==> config.mk <==
export PLATFORM = sky130hd
export DESIGN_NAME = shift_register_128to32
export DESIGN_NICKNAME = d
export VERILOG_FILES = /design/src/rtl/aes_pkg.sv /design/src/rtl/shift_register_128to32.sv
export SDC_FILE = /design/constraint.sdc
export NUM_CORES = 1
export LEC_CHECK = 0
export CELL_PAD_IN_SITES_DETAIL_PLACEMENT = 1
export CELL_PAD_IN_SITES_GLOBAL_PLACEMENT = 2
export CORE_MARGIN = 2
export CORE_UTILIZATION = 31
export DETAILED_ROUTE_END_ITERATION = 6
export PLACE_DENSITY_LB_ADDON = 0.3
export SETUP_SLACK_MARGIN = 0.1
export SLEW_MARGIN = 20
export SYNTH_ARGS = -nofsm -noshare
export SYNTH_HDL_FRONTEND = slang
export SYNTH_SLANG_ARGS = --single-unit
==> constraint.sdc <==
create_clock -name clk -period 2.38 [get_ports clk]
set_clock_uncertainty 0.15 [all_clocks]
set_input_delay 0.476 -clock clk [delete_from_list [all_inputs] [get_ports clk]]
set_output_delay 0.476 -clock clk [all_outputs]
set_load 0.1 [all_outputs]
==> src/rtl/aes_pkg.sv <==
// Shared AES datapath widths and block/word types for the serializer and deserializer.
package aes_pkg;
  localparam int AES_BLOCK_W = 128;
  localparam int AES_WORD_W  = 32;
  localparam int AES_WORDS   = 4;

  typedef logic [AES_BLOCK_W-1:0] aes_block_t;
  typedef logic [AES_WORD_W-1:0]  aes_word_t;
endpackage

==> src/rtl/shift_register_128to32.sv <==
// 128-to-32 serializer: takes one AES block on a valid/ready input and emits
// four 32-bit words MSB first, reloading on the last handshake for zero bubbles.
module shift_register_128to32
  import aes_pkg::*;
#(
  parameter int WORD_W    = AES_WORD_W,
  parameter int NUM_WORDS = AES_WORDS
) (
  input  logic                        clk,
  input  logic                        reset_n,
  input  logic                        abort,
  input  logic [WORD_W*NUM_WORDS-1:0] in_data,
  input  logic                        in_valid,
  output logic                        in_ready,
  output logic [WORD_W-1:0]           out_data,
  output logic                        out_valid,
  input  logic                        out_ready,
  output logic                        out_last,
  output logic                        busy
);
  localparam int BLK_W = WORD_W * NUM_WORDS;
  localparam int CNT_W = (NUM_WORDS > 1) ? $clog2(NUM_WORDS) : 1;
  localparam logic [CNT_W-1:0] LAST_CNT = CNT_W'(NUM_WORDS - 1);

  logic [BLK_W-1:0] shift_q, shift_d;
  logic [CNT_W-1:0] cnt_q, cnt_d;
  logic             busy_q, busy_d;
  logic             out_hs, last_hs, in_hs;

  assign out_data  = shift_q[BLK_W-1 -: WORD_W];
  assign out_valid = busy_q;
  assign busy      = busy_q;
  assign out_last  = busy_q && (cnt_q == LAST_CNT);

  assign out_hs  = out_valid && out_ready;
  assign last_hs = out_hs && out_last;
  // Combinational ready lets the next block load on the final word's handshake.
  assign in_ready = !abort && (!busy_q || last_hs);
  assign in_hs    = in_valid && in_ready;

  always_comb begin
    shift_d = shift_q;
    cnt_d   = cnt_q;
    busy_d  = busy_q;
    if (abort) begin
      shift_d = '0;
      cnt_d   = '0;
      busy_d  = 1'b0;
    end else if (in_hs) begin
      shift_d = in_data;
      cnt_d   = '0;
      busy_d  = 1'b1;
    end else if (last_hs) begin
      shift_d = '0;
      cnt_d   = '0;
      busy_d  = 1'b0;
    end else if (out_hs) begin
      shift_d = {shift_q[BLK_W-WORD_W-1:0], {WORD_W{1'b0}}};
      cnt_d   = cnt_q + 1'b1;
    end
  end

  always_ff @(posedge clk or negedge reset_n) begin
    if (!reset_n) begin
      shift_q <= '0;
      cnt_q   <= '0;
      busy_q  <= 1'b0;
    end else begin
      shift_q <= shift_d;
      cnt_q   <= cnt_d;
      busy_q  <= busy_d;
    end
  end
endmodule

* Yosys cells after proc, flatten, opt, wreduce, memory -nomap -nowiden
Index checks and enable logic that the tools add are counted.
Storage, ports and cells: bits in registers 131, logic and storage cells 26, output and inout port bits 36, input bits 133
Cells by class: $add $sub $neg 1, equal/unequal tests 1, reduce and logical (&&, ||, !) cells 10, multiplexer cells 11
Operator list (count):
- 128-bit two-way mux | 4
- 2-bit two-way mux | 4
- 1-bit logical AND | 5
- 4-bit nonzero test | 1
- 1-bit two-way mux | 3
- 3-bit nonzero test | 1
- 2-bit by 1-bit adder with 2-bit output (second input constant) | 1
- 2-bit equality test (second input constant) | 1
- 1-bit logical NOT | 2
- 1-bit logical OR | 1

* Logic depth before layout (Yosys ltp)
Gate-level depths: netlist of run 1.
word-level depth 8, mapped depth 6, gate-level depth less buffers 4

* Worst setup path before layout of run 1
OpenSTA, ideal clock, no wires.
path kind flip-flop to output port, start register busy_q, in the netlist busy, end output in_ready, data arrival time 2.378 ns, slack -0.624 ns, required time 1.754 ns, stages on the path, launching flop included 3, buffers on the path 0, cells stage by stage dfrtp_1 > a21boi_2 > nor2_1
Between the ends: cells in the longest elaborated chain, start to end 4
Ends and longest elaborated chain:
- start, declared | RTL line shift_register_128to32.sv:27 | logic busy_q, busy_d;
- start signal, assigned | RTL line shift_register_128to32.sv:71 | busy_q <= busy_d;
- 1-bit logical AND (on tied branches) | RTL line shift_register_128to32.sv:35, shift_register_128to32.sv:33
- 1-bit logical AND | RTL line shift_register_128to32.sv:36 | assign last_hs = out_hs && out_last;
- 1-bit logical OR (*) | RTL line shift_register_128to32.sv:38 | assign in_ready = !abort && (!busy_q || last_hs);
- 1-bit logical AND (*) | RTL line shift_register_128to32.sv:38
- end, declared | RTL line shift_register_128to32.sv:14 | output logic in_ready,
Every way passes the cells marked *; elsewhere a longest branch is shown, timed or not.

* Worst setup path in the final report of run 1
start input out_ready, end output in_ready
Between the ends: cells in the longest elaborated chain, start to end 4
Ends and longest elaborated chain:
- start, declared | RTL line shift_register_128to32.sv:17 | input logic out_ready,
- 1-bit logical AND | RTL line shift_register_128to32.sv:35 | assign out_hs = out_valid && out_ready;
- 1-bit logical AND | RTL line shift_register_128to32.sv:36
- 1-bit logical OR | RTL line shift_register_128to32.sv:38
- 1-bit logical AND | RTL line shift_register_128to32.sv:38
Every way passes these cells.

==> results of run 1 <==
==> routing by layer <==
| layer | up-vias | share of wire, % | routed length (um) |
|---|---|---|---|
| met2 | 119 | 46 | 6970 |
| met4 | 0 | 2.1 | 317 |
| met1 | 2097 | 47 | 7110 |
| li1 | 1914 | - | - |
| met5 | - | 0 | 0 |
| met3 | 26 | 5.5 | 835 |
==> path summary, 6_finish.rpt <==
kind,start,endpoint,slack (ns),depth (start not counted)
max,out_ready,in_ready,0.21,4
min,shift_q[12],shift_q[12],0.34,1
max reg2reg,cnt_q[0],shift_q[54],0.47,5
min reg2reg,shift_q[12],shift_q[12],0.34,1
max in group asynchronous,reset_n,shift_q[119],0.97,3
min in group asynchronous,reset_n,shift_q[117],0.42,2
==> report_power, final <==
part / switching [mW] / internal, mW / leakage, nW
Combinational: 0.554 / 0.408 / 1.56
Sequential: 0.0778 / 2.37 / 1.76
Clock: 0.951 / 1.63 / 0.279
==> cells by family after synthesis <==
group	after synthesis
AO/OA/AOI/OAI	131
flip-flops	131
AND/OR/NAND/NOR	110
buffers and inverters	71
multiplexers	1
adder cells (fa/ha/maj)	1
==> flip-flops by register name, summed over array words and instances, names as in the netlist <==
| register | count |
|---|---|
| cnt_q | 2 |
| shift_q | 128 |
| busy | 1 |
==> stage by stage <==
step                      power, mW  util, %  worst slack [ns]  instance area [um^2]  std cells
final                          5.99     44.5             0.213                  8020        818
after floorplan                3.05        -            0.0615                  5720        445
after global placement         3.43     41.1            0.0562                  7410        785
after detailed placement       3.45     41.1            0.0198                  7410        785
after CTS                      6.09     44.4             0.105                  8000        816
after global routing           6.25     44.5             0.165                  8010        816
==> cells in the mapped netlist <==
library cell and number:
nor3_1 2, nor3b_1 1, clkbuf_1 6, a22o_1 32
dfrtp_1 131, and4bb_4 1, buf_2 27, nor2b_1 2
buf_6 5, buf_4 33, a21oi_1 1, and2_1 56
and2_0 42, mux2i_1 1, a21boi_2 1, o21ai_0 1
nor2_1 4, ha_1 1, nand2_1 1, nor3b_2 1
a221o_1 96
==> final cells by class <==
class | instances | area [um^2] | share of cell area (%)
antenna | 2 | 5.00 | 0.0624
clock buffer | 21 | 480 | 5.99
clock inverter | 9 | 105 | 1.31
multi-input combinational | 243 | 2010 | 25.0
sequential | 131 | 3280 | 40.9
tap | 229 | 287 | 3.57
timing repair buffer | 183 | 1860 | 23.2
==> layout by cell type (no fill, tap or decap) <==
master,instances
nor3_2,1
nand2_1,1
and2_1,55
o21ai_0,1
mux2i_1,1
dfrtp_1,131
buf_4,38
nor3b_4,1
clkdlybuf4s50_1,131
a21oi_1,1
bufinv_16,2
buf_12,12
and4bb_4,1
diode_2,2
and2_0,42
nor2b_1,2
clkbuf_16,17
a21boi_4,1
nor3b_1,1
dlygate4sd3_1,1
nor2_4,1
a221o_1,96
a22o_1,32
buf_6,1
nor2_1,3
clkbuf_8,4
clkinvlp_4,4
and2_2,1
clkinv_2,3
nor3_1,1
ha_2,1
==> timing repair <==
| item | 4_1_cts | 5_1_grt |
|---|---|---|
| resized for setup | 0 | 2 |
| endpoints found under the setup margin | 0 | 1 |
| hold buffers | 1 | 0 |
| endpoints found under the hold margin | 47 | 0 |
==> results.tsv, run 1 <==
stage	metric	value	unit
clocking	htreeDepth	4	
final_layout	syn2layout_area_growth	40.3	%
global_routing	grt_pass1_vias	4652	
global_routing	use_met1	22.2	%
final_layout	drive_above_1_share	15.0	%
routing	drtIter0Drc	186	
pwr	powerDensity	747	nW/um^2
floorplan	dieWidth	140	um
sta	setup_violations	0	
yosys	synthMuxAreaShare	0.175	%
pwr	p_leak	3.60	nW
routing	post_drt_via_cell_ratio	5.08	
worst_setup_path	crit_path_end_kind	primary output	
clocking	cts_sinks	131	
pwr	peakVddDrop	0.000467	V
sta	min_period_over_period	91.0	%
global_routing	grt_start_max_net_pins	84	
sta	max_freq	462	MHz
yosys	synth.area.top_cells	dfrtp_1 (57%), a221o_1 (17%), and2_1 (6.1%), a22o_1 (4.9%), and2_0 (4.6%)	
yosys	ys_types	21	
global_routing	antenna_found_initial	2	
floorplan	ios	169	
final_layout	fillCellCount	1866	
yosys	synthSimpleGateAreaFrac	12.1	%
routing	wl	15.2	mm
routing	wire_per_inst	18.6	um
clocking	cts_root_buf	clkbuf_16	
yosys	syn-instance-count	445	
yosys	synth_top_area_share	57.4	%
yosys	synth_seq_cells	131	
global_routing	grt_first_pass_wirelength	25.3	mm
worst_setup_path	cp_slowest_stage_delay	0.55	ns
routing	first_pass_iters	4	
sta	totalNegativeSetupSlack	0	ns
yosys	synth_top_family_by_area	compound AO/OA/AOI/OAI gates	
worst_setup_path	crit_chain	clkdlybuf4s50_1 -> a21boi_4 -> nor2_4 -> buf_12	
global_routing	overflow	0	
sta	rsz0062_at_grt	no	
sta	worst_hold_slack	0.344	ns
routing	ant_nets	0	
sta	max-slew-margin-rel	66.5	%
final_layout	finalNetCount	710	
yosys	syn-num-nets	579	
placed_design	place_hpwl	10.4	mm
global_routing	track_usage	16.2	%
worst_setup_path	cp.buffers_inverters	2	
floorplan	die_area	19500	um^2
run	drv_cap	0	
sta	slew_viol_final	0	
floorplan	start_util	31.7	%
floorplan	die_h	140	um
yosys	synthAdderAreaFrac	0.219	%
yosys	syn_area	5720	um^2
sta	fin_crit	2.17	ns
worst_setup_path	cp_top_family	buffers and inverters	
yosys	synth_compound_gate_area_share	22.1	%
clocking	cts_max_path_buffers	2	
placed_design	place.gp.congestion	0.731	
floorplan	row_count	49	
yosys	syn_avg_cell_area	12.8	um^2
routing	vias	4156	
worst_setup_path	critical_path_required	1.75	ns
clocking	cts-buffers-inserted	17	
global_routing	busiest_layer	met2	
worst_setup_path	crit_arrival	1.54	ns
worst_setup_path	worstPathMaxFanout	5	
min_path	hp-class	flip-flop to flip-flop	
run_status	outcome	completed	
worst_setup_path	critical_path_class	input port to primary output	
worst_setup_path	critPathLaunchType	input port	
floorplan	core_area	18000	um^2
routing	drcViolationCount	0	
clocking	postCtsSetupBuffers	0	
clocking	clock_latency	0.41	ns
yosys	yosysWarningCount	0	
sta	hold_violations	0	
yosys	ys_seq_area_share	57.4	%
worst_setup_path	cpMaxStageDelayCell	clkdlybuf4s50_1	
sta	worst_pin_slew	0.503	ns
yosys	synth_largest_area_cell	dfrtp_1	
global_routing	gr-usage-met3	4.40	%
clocking	cts_tree	built	
global_routing	grtUsageMet2	24.6	%
placed_design	numPortBuffers	168	
yosys	yosys.area_share.xor_xnor	0	%
clocking	path_clk_slew	0.05	ns
Power figures use the tool's default switching activity.
==> inputs of run 2 (changes only) <==
--- a/config.mk
+++ b/config.mk
@@ -9,6 +9,7 @@
 export CELL_PAD_IN_SITES_GLOBAL_PLACEMENT = 2
 export CORE_MARGIN = 2
 export CORE_UTILIZATION = 31
+export CTS_CLUSTER_SIZE = 12
 export DETAILED_ROUTE_END_ITERATION = 6
 export PLACE_DENSITY_LB_ADDON = 0.3
 export SETUP_SLACK_MARGIN = 0.1
==> constraint.sdc (replaced) <==
create_clock -name clk -period 2.2 [get_ports clk]
set_clock_uncertainty 0.15 [all_clocks]
set_input_delay 0.44 -clock clk [delete_from_list [all_inputs] [get_ports clk]]
set_output_delay 0.44 -clock clk [all_outputs]
set_load 0.1 [all_outputs]
==> results.tsv, run 2 (synthesized netlist as in run 1, its figures left out) <==
stage	metric	value	unit	change
worst_setup_path	crit_path_end_kind	primary output		
worst_setup_path	cp_slowest_stage_delay	0.55	ns	about the same
final_layout	finalNetCount	717		+0.99%
sta	max-slew-margin-rel	55.8	%	-11 points
worst_setup_path	crit_arrival	1.50	ns	-0.04 ns
worst_setup_path	critPathLaunchType	input port		
floorplan	die_area	19500	um^2	unchanged
clocking	cts_root_buf	clkbuf_16		
placed_design	numPortBuffers	168		unchanged
placed_design	place.gp.congestion	0.736		+0.67%
routing	first_pass_iters	7		+3
floorplan	die_h	140	um	unchanged
final_layout	stdcell_count	827		+1.1%
clocking	clock_latency	0.41	ns	about the same
worst_setup_path	cpMaxStageDelayCell	clkdlybuf4s50_1		
run_status	outcome	completed		
pwr	swShare	25.7	%	-0.66 points
global_routing	antenna_found_initial	3		+1
worst_setup_path	crit_chain	clkdlybuf4s50_1 -> a21boi_2 -> buf_4 -> nor2_4 -> buf_12		
worst_setup_path	critical_path_required	1.61	ns	-0.14 ns
clocking	cts_max_path_buffers	2		unchanged
sta	min_period_over_period	94.8	%	
routing	wire_per_inst	18.3	um	-1.7%
clocking	cts_tree	built		
floorplan	core_area	18000	um^2	unchanged
pwr	peakVddDrop	0.000526	V	+13%
worst_setup_path	critical_path_class	input port to primary output		
floorplan	dieWidth	140	um	unchanged
sta	fin_crit	2.09	ns	
global_routing	track_usage	15.9	%	-0.29 points
placed_design	dp_cells	790		+0.64%
floorplan	start_util	31.7	%	unchanged
run	drv_cap	0		unchanged
routing	ant_nets	0		unchanged
global_routing	grt_pass1_vias	4557		-2.0%
worst_setup_path	reg2reg_slack	0.24	ns	-0.23 ns
sta	slew_viol_final	0		unchanged
pwr	p_seq_share	40.1	%	-0.7 points
floorplan	ios	169		unchanged
pwr	p_leak	3.65	nW	+1.3%
pwr	clkPwrFrac	44.2	%	+1.1 points
sta	max_freq	480	MHz	
floorplan	row_count	49		unchanged
worst_setup_path	worstPathMaxFanout	4		-1
pwr	switchingPower	1.70	mW	+7.3%
final_layout	fin_util	44.8	%	+0.33 points
sta	totalNegativeSetupSlack	0	ns	unchanged
pwr	powerDensity	816	nW/um^2	+9.3%
final_layout	largest_reg_flops	128		unchanged
final_layout	final_cell_mix	clkdlybuf4s50_1 (131), dfrtp_1 (130), a221o_1 (96)		
routing	drtIter0Drc	149		-20%
global_routing	grt_start_max_net_pins	52		-38%
global_routing	grt_first_pass_wirelength	24.7	mm	-2.3%
min_path	hp-class	flip-flop to flip-flop		
routing	wl	15.1	mm	-0.63%
final_layout	drive_above_1_share	16.1	%	+1.1 points
pwr	p_int	4.90	mW	+11%
sta	setup_violations	0		unchanged
routing	post_drt_via_cell_ratio	4.96		-2.5%
clocking	cts-buffers-inserted	17		unchanged
sta	rsz0062_at_grt	yes		
global_routing	overflow	0		unchanged
routing	drcViolationCount	0		unchanged
pwr	pwr-share-comb	15.7	%	-0.4 points
clocking	htreeDepth	4		unchanged
final_layout	syn2layout_area_growth	41.4	%	
clocking	path_clk_slew	0.05	ns	about the same
routing	vias	4098		-1.4%
placed_design	place_hpwl	10.6	mm	+2.4%
final_layout	final_common_cell	clkdlybuf4s50_1		
clocking	cts_sinks	131		unchanged
final_layout	largest-register	shift_q		
pwr	power	6.60	mW	+10%
sta	hold_violations	0		unchanged
sta	worst_pin_slew	0.660	ns	+0.157 ns
==> run 2: cell count changes in the layout (fill, tap and decap cells not counted), moves of 2 or more <==
cell	previous run	this run
clkbuf_1	0	2
buf_4	38	47
buf_12	12	10
clkinvlp_4	4	1
==> run 2: final cells by class <==
class	count	area, um^2
Clock inverter	9	126
Clock buffer	23	488
Sequential cell	131	3280
Tap cell	229	287
Antenna cell	2	5.00
Timing Repair Buffer	190	1890
Fill cell	1823	9950
Multi-Input combinational cell	243	2010
==> run 2: critical path, delay by kind of cell <==
family                 cells  cell delay [ns]
and+or+nand+nor            1             0.10
AOI/OAI and AO/OA          1             0.08
buffers and inverters      3             0.88
==> run 2: power groups by stage <==
| stage | combinational [mW] | clock [mW] | sequential (mW) |
|---|---|---|---|
| 2_1_floorplan | 0.634 | 0 | 2.66 |
| 3_3_place_gp | 1.02 | 0 | 2.68 |
| 3_5_place_dp | 1.04 | 0 | 2.69 |
| 4_1_cts | 1.05 | 3.02 | 2.65 |
| 5_1_grt | 1.10 | 3.12 | 2.67 |
| 6_report | 1.04 | 2.91 | 2.64 |
==> run 2: timing repair <==
item,CTS,global route
pin swaps,1,1
gates resized for setup,1,1
setup endpoints to repair,1,2
hold buffers,1,0
endpoints found under the hold margin,45,0
buffers inserted,2,0
==> run 2: worst paths after layout <==
check | start | endpoint | depth (start not counted)
worst max-delay path | out_ready | in_ready | 5
worst min-delay path | shift_q[6] | shift_q[6] | 1
worst max register to register | busy | shift_q[107] | 5
worst min register to register | shift_q[6] | shift_q[6] | 1
max in group asynchronous | reset_n | shift_q[53] | 3
min in group asynchronous | reset_n | shift_q[116] | 2
==> run 2: stage by stage <==
step / hold WS (ns) / instance area [um^2] / setup WS, ns
6_report: 0.344 / 8080 / 0.115
5_1_grt: 0.360 / 8070 / 0.0373
3_3_place_gp: 0.249 / 7420 / -0.0827
4_1_cts: 0.351 / 8060 / 0.107
3_5_place_dp: 0.252 / 7420 / -0.149
2_1_floorplan: -0.00559 / 5730 / 0.201
==> run 2: metal layers <==
| metal | track usage [%] | wire length, um |
|---|---|---|
| met1 | 20.4 | 6840 |
| met2 | 26.0 | 7380 |
| met3 | 4.51 | 745 |
| met4 | 5.42 | 151 |
| met5 | 0 | 18 |
==> inputs of run 3 (changes only) <==
--- a/config.mk
+++ b/config.mk
@@ -8,12 +8,12 @@
 export CELL_PAD_IN_SITES_DETAIL_PLACEMENT = 1
 export CELL_PAD_IN_SITES_GLOBAL_PLACEMENT = 2
 export CORE_MARGIN = 2
-export CORE_UTILIZATION = 31
+export CORE_UTILIZATION = 28
 export CTS_CLUSTER_SIZE = 12
 export DETAILED_ROUTE_END_ITERATION = 6
 export PLACE_DENSITY_LB_ADDON = 0.3
 export SETUP_SLACK_MARGIN = 0.1
-export SLEW_MARGIN = 20
+export SLEW_MARGIN = 5
 export SYNTH_ARGS = -nofsm -noshare
 export SYNTH_HDL_FRONTEND = slang
 export SYNTH_SLANG_ARGS = --single-unit
==> constraint.sdc (replaced) <==
create_clock -name clk -period 1.8 [get_ports clk]
set_clock_uncertainty 0.15 [all_clocks]
set_input_delay 0.36 -clock clk [delete_from_list [all_inputs] [get_ports clk]]
set_output_delay 0.36 -clock clk [all_outputs]
set_load 0.1 [all_outputs]
==> results.tsv, run 3 (synthesized netlist as in run 1, its figures left out) <==
stage	metric	value	unit	change
routing	vias	4609		+12%
sta	worst_pin_slew	0.400	ns	-0.260 ns
run	drv_cap	0		unchanged
sta	setup_ws	-0.258	ns	-0.372 ns
worst_setup_path	crit_chain	ha_4 -> a21boi_4 -> buf_6 -> nor3b_4 -> buf_4 -> buf_12 -> buf_12 -> clkbuf_16 -> a221o_1		
worst_setup_path	critical_path_required	1.95	ns	+0.34 ns
global_routing	antenna_found_initial	0		-3
routing	top_layer	met4		
clocking	clock_latency	0.42	ns	about the same
global_routing	grt_pass1_vias	5204		+14%
sta	hold_violations	0		unchanged
final_layout	antenna_cells	0		-2
routing	drtIter0Drc	240		+61%
routing	wire_per_inst	22.3	um	+22%
worst_setup_path	critPathLaunchType	flip-flop		
floorplan	start_util	28.4	%	-3.3 points
pwr	peakVddDrop	0.000593	V	+13%
floorplan	dieWidth	147	um	+5.1%
routing	wl_met2	11.1	mm	+50%
sta	min_period_over_period	114	%	
worst_setup_path	cp.buffers_inverters	5		+2
worst_setup_path	crit_arrival	2.21	ns	+0.71 ns
routing	first_pass_iters	4		-3
min_path	hp-class	input port to async pin		
final_layout	final_common_cell	clkdlybuf4s50_1		
clocking	cts_root_buf	clkbuf_16		
clocking	cts_tree	built		
clocking	cts_sinks	131		unchanged
clocking	cts-buffers-inserted	17		unchanged
worst_setup_path	worstPathMaxFanout	7		+3
worst_setup_path	worst_path_most_repeated_cell	buf_12		
sta	rsz0062_at_grt	yes		
worst_setup_path	cpMaxStageDelayCell	dfrtp_1		
pwr	p_leak	4.58	nW	+25%
clocking	path_clk_slew	0.06	ns	about the same
global_routing	grt_first_pass_wirelength	32.0	mm	+30%
worst_setup_path	crit_path_end_kind	flip-flop		
final_layout	final_cell_mix	clkdlybuf4s50_1 (131), dfrtp_1 (130), a221o_1 (96)		
placed_design	place.gp.congestion	0.785		+6.7%
final_layout	largest_reg_flops	128		unchanged
sta	slew_viol_final	0		unchanged
routing	wl	21.0	mm	+39%
floorplan	core_area	20100	um^2	+12%
final_layout	largest-register	shift_q		
worst_setup_path	cp_slowest_stage_delay	0.41	ns	-0.14 ns
placed_design	numPortBuffers	168		unchanged
global_routing	grt_start_max_net_pins	42		-19%
routing	post_drt_via_cell_ratio	4.88		-1.5%
sta	max-slew-margin-rel	73.4	%	+18 points
global_routing	overflow	0		unchanged
floorplan	die_area	21600	um^2	+10%
global_routing	track_usage	19.6	%	+3.7 points
routing	met1_length	8.88	mm	+30%
worst_setup_path	critical_path_class	flip-flop to flip-flop		
floorplan	die_h	147	um	+5.1%
sta	totalNegativeSetupSlack	-20.75	ns	-20.75 ns
clocking	htreeDepth	4		unchanged
clocking	cts_max_path_buffers	2		unchanged
final_layout	drive_above_1_share	33.8	%	+18 points
routing	drcViolationCount	0		unchanged
worst_setup_path	cp_top_family	buffers and inverters		
sta	max_freq	486	MHz	
run_status	violations	negative setup slack		
routing	ant_nets	0		unchanged
final_layout	syn2layout_area_growth	81.0	%	
sta	fin_crit	2.06	ns	
floorplan	row_count	52		+6.1%
pwr	powerDensity	859	nW/um^2	+5.2%
pwr	power	8.88	mW	+35%
floorplan	ios	169		unchanged
run_status	outcome	complete, but fails checks		
routing	wl_met3	811	um	+8.9%
final_layout	fillCellCount	1961		+7.6%
sta	setup_violations	132		+132
final_layout	finalNetCount	795		+11%
placed_design	place_hpwl	10.8	mm	+1.6%
==> run 3: repair_timing <==
action / 4_1_cts / 5_1_grt
setup buffers: 27 / 11
gates resized for setup: 80 / 58
cloned: 30 / 7
setup endpoints to repair: 132 / 133
hold endpoints to repair: 35 / 0
pin swaps: 22 / 45
hold buffers: 1 / 0
==> run 3: power by group <==
part	total [mW]	switching [mW]	internal, mW
logic	1.95	0.898	1.05
registers	3.27	0.136	3.13
clock network	3.67	1.38	2.29
total	8.88	2.41	6.47
==> run 3: final timing paths <==
kind / depth (start not counted) / start / slack, ns / to
worst max-delay path: 9 / cnt_q[1] / -0.26 / shift_q[45]
worst min-delay path: 2 / reset_n / 0.27 / shift_q[85]
worst max register to register: 9 / cnt_q[1] / -0.26 / shift_q[45]
worst min register to register: 1 / shift_q[12] / 0.35 / shift_q[12]
max in group asynchronous: 3 / reset_n / 0.62 / shift_q[55]
min in group clk: 1 / shift_q[12] / 0.35 / shift_q[12]
==> run 3: final cells by class <==
type / instances / area [um^2] / area share [%]
Clock inverter: 12 / 155 / 1.50
Clock buffer: 20 / 467 / 4.51
Multi-Input combinational cell: 244 / 2180 / 21.0
Sequential cell: 131 / 3280 / 31.7
Tap cell: 270 / 338 / 3.27
Timing Repair Buffer: 267 / 3930 / 38.0
==> run 3: metal layers <==
layer / GRT usage [%] / up-vias
met2: 34.3 / 111
met5: 0 / -
met1: 24.7 / 2378
met4: 4.71 / 0
met3: 4.41 / 14
li1: - / 2106
==> run 3: stage by stage <==
stage          instances  setup slack, ns  hold WS [ns]  utilization, %  instance area, um^2
2_1_floorplan        445          -0.0149       -0.0856               -                 5810
3_3_place_gp         840           -0.352         0.143            39.8                 8000
3_5_place_dp         840           -0.448         0.149            39.8                 8000
4_1_cts              930           -0.299         0.265            49.8                10000
5_1_grt              944           -0.304         0.293            51.5                10300
6_report             944           -0.258         0.273            51.5                10300
